File: src/rtl/seg7_scan_capture_pkg.sv
// Shared seven-segment tables for the display driver and the scan capture.
// Segment order is {a,b,c,d,e,f,g}, active-low.
package seg7_pkg;

    localparam logic [6:0] SEG7_PAT_0     = 7'b0000001;
    localparam logic [6:0] SEG7_PAT_1     = 7'b1001111;
    localparam logic [6:0] SEG7_PAT_2     = 7'b0010010;
    localparam logic [6:0] SEG7_PAT_3     = 7'b0000110;
    localparam logic [6:0] SEG7_PAT_4     = 7'b1001100;
    localparam logic [6:0] SEG7_PAT_5     = 7'b0100100;
    localparam logic [6:0] SEG7_PAT_6     = 7'b0100000;
    localparam logic [6:0] SEG7_PAT_7     = 7'b0001111;
    localparam logic [6:0] SEG7_PAT_8     = 7'b0000000;
    localparam logic [6:0] SEG7_PAT_9     = 7'b0000100;
    localparam logic [6:0] SEG7_PAT_DASH  = 7'b1111110;
    localparam logic [6:0] SEG7_PAT_BLANK = 7'b1111111;

    localparam logic [3:0] SEG7_DASH  = 4'hA;
    localparam logic [3:0] SEG7_BLANK = 4'hF;
    localparam logic [3:0] SEG7_BAD   = 4'hE;

    // Kind of anode word seen on the bus: blanking gap, one digit, or a clash.
    typedef enum logic [1:0] {
        AN_BLANK,
        AN_ONE,
        AN_MULTI
    } an_class_e;

    function automatic an_class_e classify_anode(input logic [3:0] an);
        an_class_e cls;
        case (an)
            4'b1111:                            cls = AN_BLANK;
            4'b0111, 4'b1011, 4'b1101, 4'b1110: cls = AN_ONE;
            default:                            cls = AN_MULTI;
        endcase
        return cls;
    endfunction

endpackage

File: src/rtl/seg7_scan_capture_if.sv
// Display bus (segments + anodes) and the rebuilt digit outputs.
interface seg7_scan_capture_if;

    logic [6:0] Led_Disp;
    logic [3:0] anode;
    logic [3:0] bcd1;
    logic [3:0] bcd2;
    logic [3:0] bcd3;
    logic [3:0] bcd4;
    logic [3:0] digit_vld;
    logic       frame_strobe;
    logic       seg_err;
    logic       stalled;

    // Side that drives the display bus and observes the capture results.
    modport master (
        output Led_Disp, anode,
        input  bcd1, bcd2, bcd3, bcd4, digit_vld, frame_strobe, seg_err, stalled
    );

    // Capture side.
    modport slave (
        input  Led_Disp, anode,
        output bcd1, bcd2, bcd3, bcd4, digit_vld, frame_strobe, seg_err, stalled
    );

endinterface

File: src/rtl/seg7_pattern_decode.sv
// Combinational segment pattern to code lookup; unknown patterns flag illegal.
module seg7_pattern_decode
    import seg7_pkg::*;
(
    input  logic [6:0] pattern,
    output logic [3:0] code,
    output logic       illegal
);

    // Table lookup against the shared pattern constants.
    always_comb begin
        code    = SEG7_BAD;
        illegal = 1'b0;
        case (pattern)
            SEG7_PAT_0:     code = 4'h0;
            SEG7_PAT_1:     code = 4'h1;
            SEG7_PAT_2:     code = 4'h2;
            SEG7_PAT_3:     code = 4'h3;
            SEG7_PAT_4:     code = 4'h4;
            SEG7_PAT_5:     code = 4'h5;
            SEG7_PAT_6:     code = 4'h6;
            SEG7_PAT_7:     code = 4'h7;
            SEG7_PAT_8:     code = 4'h8;
            SEG7_PAT_9:     code = 4'h9;
            SEG7_PAT_DASH:  code = SEG7_DASH;
            SEG7_PAT_BLANK: code = SEG7_BLANK;
            default:        illegal = 1'b1;
        endcase
    end

endmodule

File: src/rtl/seg7_scan_capture.sv
// Samples a multiplexed seven-segment bus and rebuilds the four digit codes,
// with a stability filter, per-digit valid, frame strobe, error and stall flags.
module seg7_scan_capture
    import seg7_pkg::*;
#(
    parameter int unsigned STABLE_CYCLES  = 4,
    parameter int unsigned TIMEOUT_CYCLES = 4096
) (
    input logic          Clk,
    input logic          reset,
    seg7_scan_capture_if.slave bus
);

    localparam int unsigned CNT_W  = $clog2(STABLE_CYCLES + 1);
    localparam int unsigned IDLE_W = $clog2(TIMEOUT_CYCLES + 1);

    localparam logic [CNT_W-1:0]  CNT_LAST  = CNT_W'(STABLE_CYCLES - 1);
    localparam logic [CNT_W-1:0]  CNT_MAX   = CNT_W'(STABLE_CYCLES);
    localparam logic [IDLE_W-1:0] IDLE_LAST = IDLE_W'(TIMEOUT_CYCLES - 1);
    localparam logic [IDLE_W-1:0] IDLE_MAX  = IDLE_W'(TIMEOUT_CYCLES);

    logic [6:0]        r_seg;
    logic [3:0]        r_an;
    logic [6:0]        prev_seg;
    logic [3:0]        prev_an;
    logic [CNT_W-1:0]  cnt;
    logic [IDLE_W-1:0] idle_cnt;

    // digit_q[i] belongs to anode[i]; index 3 is bcd1, index 0 is bcd4.
    logic [3:0][3:0]   digit_q;
    logic [3:0]        vld_q;
    logic              frame_q;
    logic              err_q;
    logic              stalled_q;

    logic              same;
    logic              accept;
    an_class_e         an_cls;
    logic [3:0]        sel;
    logic              capture;
    logic [3:0]        dec_code;
    logic              dec_illegal;

    seg7_pattern_decode u_decode (
        .pattern (r_seg),
        .code    (dec_code),
        .illegal (dec_illegal)
    );

    // Accept fires only on the single cycle the window first fills up.
    always_comb begin
        same    = ({r_seg, r_an} == {prev_seg, prev_an});
        accept  = same && (cnt == CNT_LAST);
        an_cls  = classify_anode(r_an);
        sel     = ~r_an;
        capture = accept && (an_cls == AN_ONE);
    end

    // Input registration plus one-sample history for change detection.
    always_ff @(posedge Clk) begin
        if (reset) begin
            r_seg    <= '1;
            r_an     <= '1;
            prev_seg <= '1;
            prev_an  <= '1;
        end else begin
            r_seg    <= bus.Led_Disp;
            r_an     <= bus.anode;
            prev_seg <= r_seg;
            prev_an  <= r_an;
        end
    end

    // Stability counter: restart on any change, saturate once stable.
    always_ff @(posedge Clk) begin
        if (reset) begin
            cnt <= '0;
        end else if (!same) begin
            cnt <= '0;
        end else if (cnt != CNT_MAX) begin
            cnt <= cnt + 1'b1;
        end
    end

    // Digit registers and the frame strobe that accompanies a bcd4 write.
    always_ff @(posedge Clk) begin
        if (reset) begin
            digit_q <= {4{SEG7_BLANK}};
            frame_q <= 1'b0;
        end else begin
            for (int unsigned i = 0; i < 4; i++) begin
                if (capture && sel[i]) begin
                    digit_q[i] <= dec_code;
                end
            end
            frame_q <= capture && sel[0] && ((vld_q | sel) == 4'hF);
        end
    end

    // Sticky error: clashing anodes or an unknown segment pattern on a digit.
    always_ff @(posedge Clk) begin
        if (reset) begin
            err_q <= 1'b0;
        end else if (accept && ((an_cls == AN_MULTI) ||
                                ((an_cls == AN_ONE) && dec_illegal))) begin
            err_q <= 1'b1;
        end
    end

    // Valid bits and idle timeout; a capture in the timeout cycle takes priority.
    always_ff @(posedge Clk) begin
        if (reset) begin
            vld_q     <= '0;
            idle_cnt  <= '0;
            stalled_q <= 1'b0;
        end else if (capture) begin
            vld_q     <= vld_q | sel;
            idle_cnt  <= '0;
            stalled_q <= 1'b0;
        end else begin
            if (idle_cnt != IDLE_MAX) begin
                idle_cnt <= idle_cnt + 1'b1;
            end
            if (idle_cnt == IDLE_LAST) begin
                vld_q     <= '0;
                stalled_q <= 1'b1;
            end
        end
    end

    assign bus.bcd1         = digit_q[3];
    assign bus.bcd2         = digit_q[2];
    assign bus.bcd3         = digit_q[1];
    assign bus.bcd4         = digit_q[0];
    assign bus.digit_vld    = vld_q;
    assign bus.frame_strobe = frame_q;
    assign bus.seg_err      = err_q;
    assign bus.stalled      = stalled_q;

endmodule

File: src/flat_wrapper.sv
// flat-port wrapper written by rule: the top's interface ports become plain ports
module seg7_scan_capture_flat import seg7_pkg::*;
#(
    parameter int unsigned STABLE_CYCLES  = 4,
    parameter int unsigned TIMEOUT_CYCLES = 4096
)
  (Clk, reset, bus_Led_Disp, bus_anode, bus_bcd1, bus_bcd2, bus_bcd3, bus_bcd4, bus_digit_vld, bus_frame_strobe, bus_seg_err, bus_stalled);
  seg7_scan_capture_if bus_i ();
  input logic Clk;
  input logic reset;
  input wire logic [$bits(bus_i.Led_Disp)-1:0] bus_Led_Disp;
  input wire logic [$bits(bus_i.anode)-1:0] bus_anode;
  output wire logic [$bits(bus_i.bcd1)-1:0] bus_bcd1;
  output wire logic [$bits(bus_i.bcd2)-1:0] bus_bcd2;
  output wire logic [$bits(bus_i.bcd3)-1:0] bus_bcd3;
  output wire logic [$bits(bus_i.bcd4)-1:0] bus_bcd4;
  output wire logic [$bits(bus_i.digit_vld)-1:0] bus_digit_vld;
  output wire logic [$bits(bus_i.frame_strobe)-1:0] bus_frame_strobe;
  output wire logic [$bits(bus_i.seg_err)-1:0] bus_seg_err;
  output wire logic [$bits(bus_i.stalled)-1:0] bus_stalled;
  assign bus_i.Led_Disp = bus_Led_Disp;
  assign bus_i.anode = bus_anode;
  assign bus_bcd1 = bus_i.bcd1;
  assign bus_bcd2 = bus_i.bcd2;
  assign bus_bcd3 = bus_i.bcd3;
  assign bus_bcd4 = bus_i.bcd4;
  assign bus_digit_vld = bus_i.digit_vld;
  assign bus_frame_strobe = bus_i.frame_strobe;
  assign bus_seg_err = bus_i.seg_err;
  assign bus_stalled = bus_i.stalled;
  seg7_scan_capture #(.STABLE_CYCLES(STABLE_CYCLES), .TIMEOUT_CYCLES(TIMEOUT_CYCLES)) u_core (.Clk(Clk), .reset(reset), .bus(bus_i));
endmodule
File: config.mk
export PLATFORM = sky130hd
export DESIGN_NAME = seg7_scan_capture_flat
export DESIGN_NICKNAME = d
export VERILOG_FILES = /design/src/rtl/seg7_scan_capture_pkg.sv /design/src/rtl/seg7_scan_capture_if.sv /design/src/rtl/seg7_pattern_decode.sv /design/src/rtl/seg7_scan_capture.sv /design/src/flat_wrapper.sv
export SDC_FILE = /design/constraint.sdc
export NUM_CORES = 1
export LEC_CHECK = 0
export BUFFER_PORTS_ARGS = -buffer_cell sky130_fd_sc_hd__clkbuf_2
export CORE_MARGIN = 2
export CORE_UTILIZATION = 39
export DETAILED_ROUTE_END_ITERATION = 10
export PLACE_DENSITY_LB_ADDON = 0.15
export SLEW_MARGIN = 20
export SYNTH_ARGS = -nofsm -noshare
export SYNTH_HDL_FRONTEND = slang
export SYNTH_SLANG_ARGS = --single-unit
File: constraint.sdc
create_clock -name Clk -period 2.8 [get_ports Clk]
set_input_delay 0.84 -clock Clk [delete_from_list [all_inputs] [get_ports Clk]]
set_output_delay 0.84 -clock Clk [all_outputs]
set_load 0.01 [all_outputs]
==> reports/metrics.csv <==
stage,metric,value,unit
placement,dpl cell area,3033,um2
placement,RD Place Congestion,0.8129,
timing,Final Max Slew Viols,0,
synth,"area leader, netlist",dfxtp_1,
synth,Post-Synthesis Cells,301,
cts,clock-pin slew on the worst setup and hold paths,0.07,ns
synth,mean post-synth cell area,9.311,um2
layout,fin area,3226,um2
floorplanning,num ports,36,
pwr,maximum VDD drop,0.0002598,V
synth,largest family of logic cells by synthesized area,simple AND/OR/NAND/NOR gates,
setup_path,worst setup path class,register to register,
pwr,clock network power share,42.1,%
layout,n_diodes,0,
synth,Mapped Nets,319,
layout,FF+latch area,1221,um2
timing,Fin Setup TNS,0,ns
timing,Rel. slew slack,71.14,%
grt,all-layer global routing usage,17.11,%
synth,compound-gate portion of the synthesized area,12.37,%
timing,Slew @ Worst Pin,0.4268,ns
layout,Fillers,682,
cts,Worst-Skew Late Latency,0.34,ns
route,vias,2197,
setup_path,CP required,3.04,ns
synth,Seq cells post-synth,61,
setup_path,crit-path max FO,14,
synth,synth warn,0,
layout,final net count,352,
floorplanning,die area,7880,um2
floorplanning,Placeable Area,6869,um2
cts,maximum root-to-sink buffer count,2,
setup_path,Setup crit end kind,register,
pwr,PD cells,563.0,nW/um2
synth,sequential area share after synthesis,43.57,%
status,outcome,"finished, final reports clean",
timing,clk_skew,0.01115,ns
timing,RSZ-0062 raised after global routing,no,
grt,met1 track demand over resource,22.98,%
pwr,sw frac,24.09,%
floorplanning,Die Y,88.77,um
cts,hold buffers post-CTS,0,
cts,clock sink count,61,
floorplanning,# rows,30,
synth,Synth Area in Adders,2.232,%
floorplanning,Starting Density,40.80,%
setup_path,Critical Path AT,2.53,ns
grt,GR Layer Usage met2,25.98,%
route,wire length per cell,14.35,um
synth,synth unique cells,58,
timing,fin crit share,81.95,%
min_path,Hold Path Class,register to register,
setup_path,R2R Setup Slk,0.51,ns
placement,# port buffers,35,
grt,gr busiest metal,met2,
route,DR vias/cell,5.051,
pwr,Leak,1.310,nW
job,MaxCap Viol Count,0,
grt,global routing usage on met3,4.104,%
synth,area share of and/or/nand/nor cells after synthesis,27.50,%
pwr,Gate power share,7.5,%
grt,first-pass GRT wire length,10090,um
synth,asr flop ratio synth,0,%
grt,GRT Residual Overflow,0,
route,DRT iter0 DRCs,96,
route,drt first pass iters,4,
layout,most frequent cells in the layout,"dfxtp_1 (61), clkbuf_2 (35), nor2_1 (31), nand2_1 (20)",
synth,"EDFF count, synth",0,
pwr,internal power,1.378,mW
layout,Area Growth Syn to Fin,15.09,%
synth,share of the synthesized area in the top cell type,43.57,%
cts,PostCTS Resize Cnt,0,
synth,xor and xnor fraction of the mapped netlist area,7.500,%
timing,setup violators final,0,
timing,fmax,435.8,MHz
pwr,register share of total power,50.4,%
cts,root buf cell,clkbuf_8,
cts,CTS tree,done,
synth,mux contribution to synthesized area,1.830,%
synth,post-synthesis cell area,2803,um2
layout,share of layout cells above drive strength 1,25.96,%
synth,dominant cells by area after synthesis,"dfxtp_1 (44%), xor2_1 (5.3%), nor2_1 (4.2%)",
cts,Post-CTS Setup Bufs,0,
timing,Final Critical Period,2.295,ns
grt,vias in the first global route,2085,
route,final wirelength,6242,um
synth,commonest register cell after synthesis,dfxtp_1,
pwr,NetSw,437.6,uW
timing,final hold viol count,0,
grt,largest net degree at the start of global routing,17,
placement,post-detail-place hpwl,4551,um
layout,"commonest non-fill, non-tap cell in the layout",dfxtp_1,
cts,H-tree levels,3,
floorplanning,DIE WIDTH,88.77,um
layout,Multi-input gate area,1441,um2
route,Post-DRT Antenna Nets,0,
grt,initial antenna violation count,0,
route,Residual DRC,0,
cts,cts bufs inserted,9,
setup_path,startpoint types,register,
-- per-layer routing --
layer | up-vias | wire [um]
li1 | 1120 | -
met1 | 1023 | 3052
met2 | 45 | 2800
met3 | 9 | 285
met4 | 0 | 105
met5 | - | 0
-- state kept, by name, summed over array words and instances, names as in the netlist --
name and flops:
u_core.prev_an 4, u_core.bus.bcd3 4, u_core.bus.bcd4 4, u_core.r_an 4, u_core.bus.bcd2 4, u_core.bus.bcd1 4, u_core.prev_seg 7, u_core.bus.seg_err 1
u_core.cnt 3, u_core.idle_cnt 13, u_core.bus.stalled 1, u_core.r_seg 7, u_core.bus.frame_strobe 1, u_core.bus.digit_vld 4
-- metrics by stage --
step,cells,power (mW),hold WS (ns),utilization [%],setup WS (ns)
global placement,419,1.070,0.4665,44.15,0.5527
floorplan,301,1.038,0.4531,-,0.8509
detailed placement,419,1.069,0.4718,44.15,0.5247
finish,435,1.816,0.4735,46.96,0.5053
CTS,435,1.835,0.4763,46.96,0.5180
global route,435,1.896,0.5057,46.96,0.3949
-- final timing paths --
path,end,from,cells after the start
max,u_core.bus.stalled,u_core.r_seg[1],5
min,u_core.cnt[1],u_core.cnt[2],2
max reg2reg,u_core.bus.stalled,u_core.r_seg[1],5
min reg2reg,u_core.cnt[1],u_core.cnt[2],2
-- power by group through the flow --
stage               logic (mW)  clock network, mW  registers [mW]
global route             0.151              0.826           0.918
detailed placement       0.135                  0           0.934
finish                   0.135              0.765           0.916
global placement         0.136                  0           0.934
floorplan                0.123                  0           0.915
CTS                      0.136              0.784           0.915
-- synth_stat cells, drive strengths merged (6+ instances only) --
master  count
nand4       7
dfxtp      61
nor2       31
o211ai      7
xor2       17
nand3       9
and4        7
a21oi       6
inv        14
nor4        7
and3        6
clkbuf     11
or2        17
xnor2       7
nand2      21
-- cell type report --
class,instances,area share [%]
Multi-Input combinational cell,210,44.69
Sequential cell,61,37.86
Timing Repair Buffer,38,6.129
Clock buffer,12,4.500
Tap cell,96,3.724
Inverter,14,1.629
Clock inverter,4,1.474
-- cells by family (layout without fill, tap and decap cells) --
group,count (synthesis),in the layout
compound gates,44,44
xor+xnor,24,24
fa+ha+maj,5,5
buf+inv,30,68
flops,61,61
mux,5,5
simple gates,132,132
-- worst max-delay path: stages (launching register included) --
cell	delay [ns]
dfxtp_1	0.51
xor2_1	0.17
or4_4	0.62
nor3_4	0.35
a21o_2	0.35
o21ba_2	0.20
Note: power is estimated with default switching activity, not from simulation.
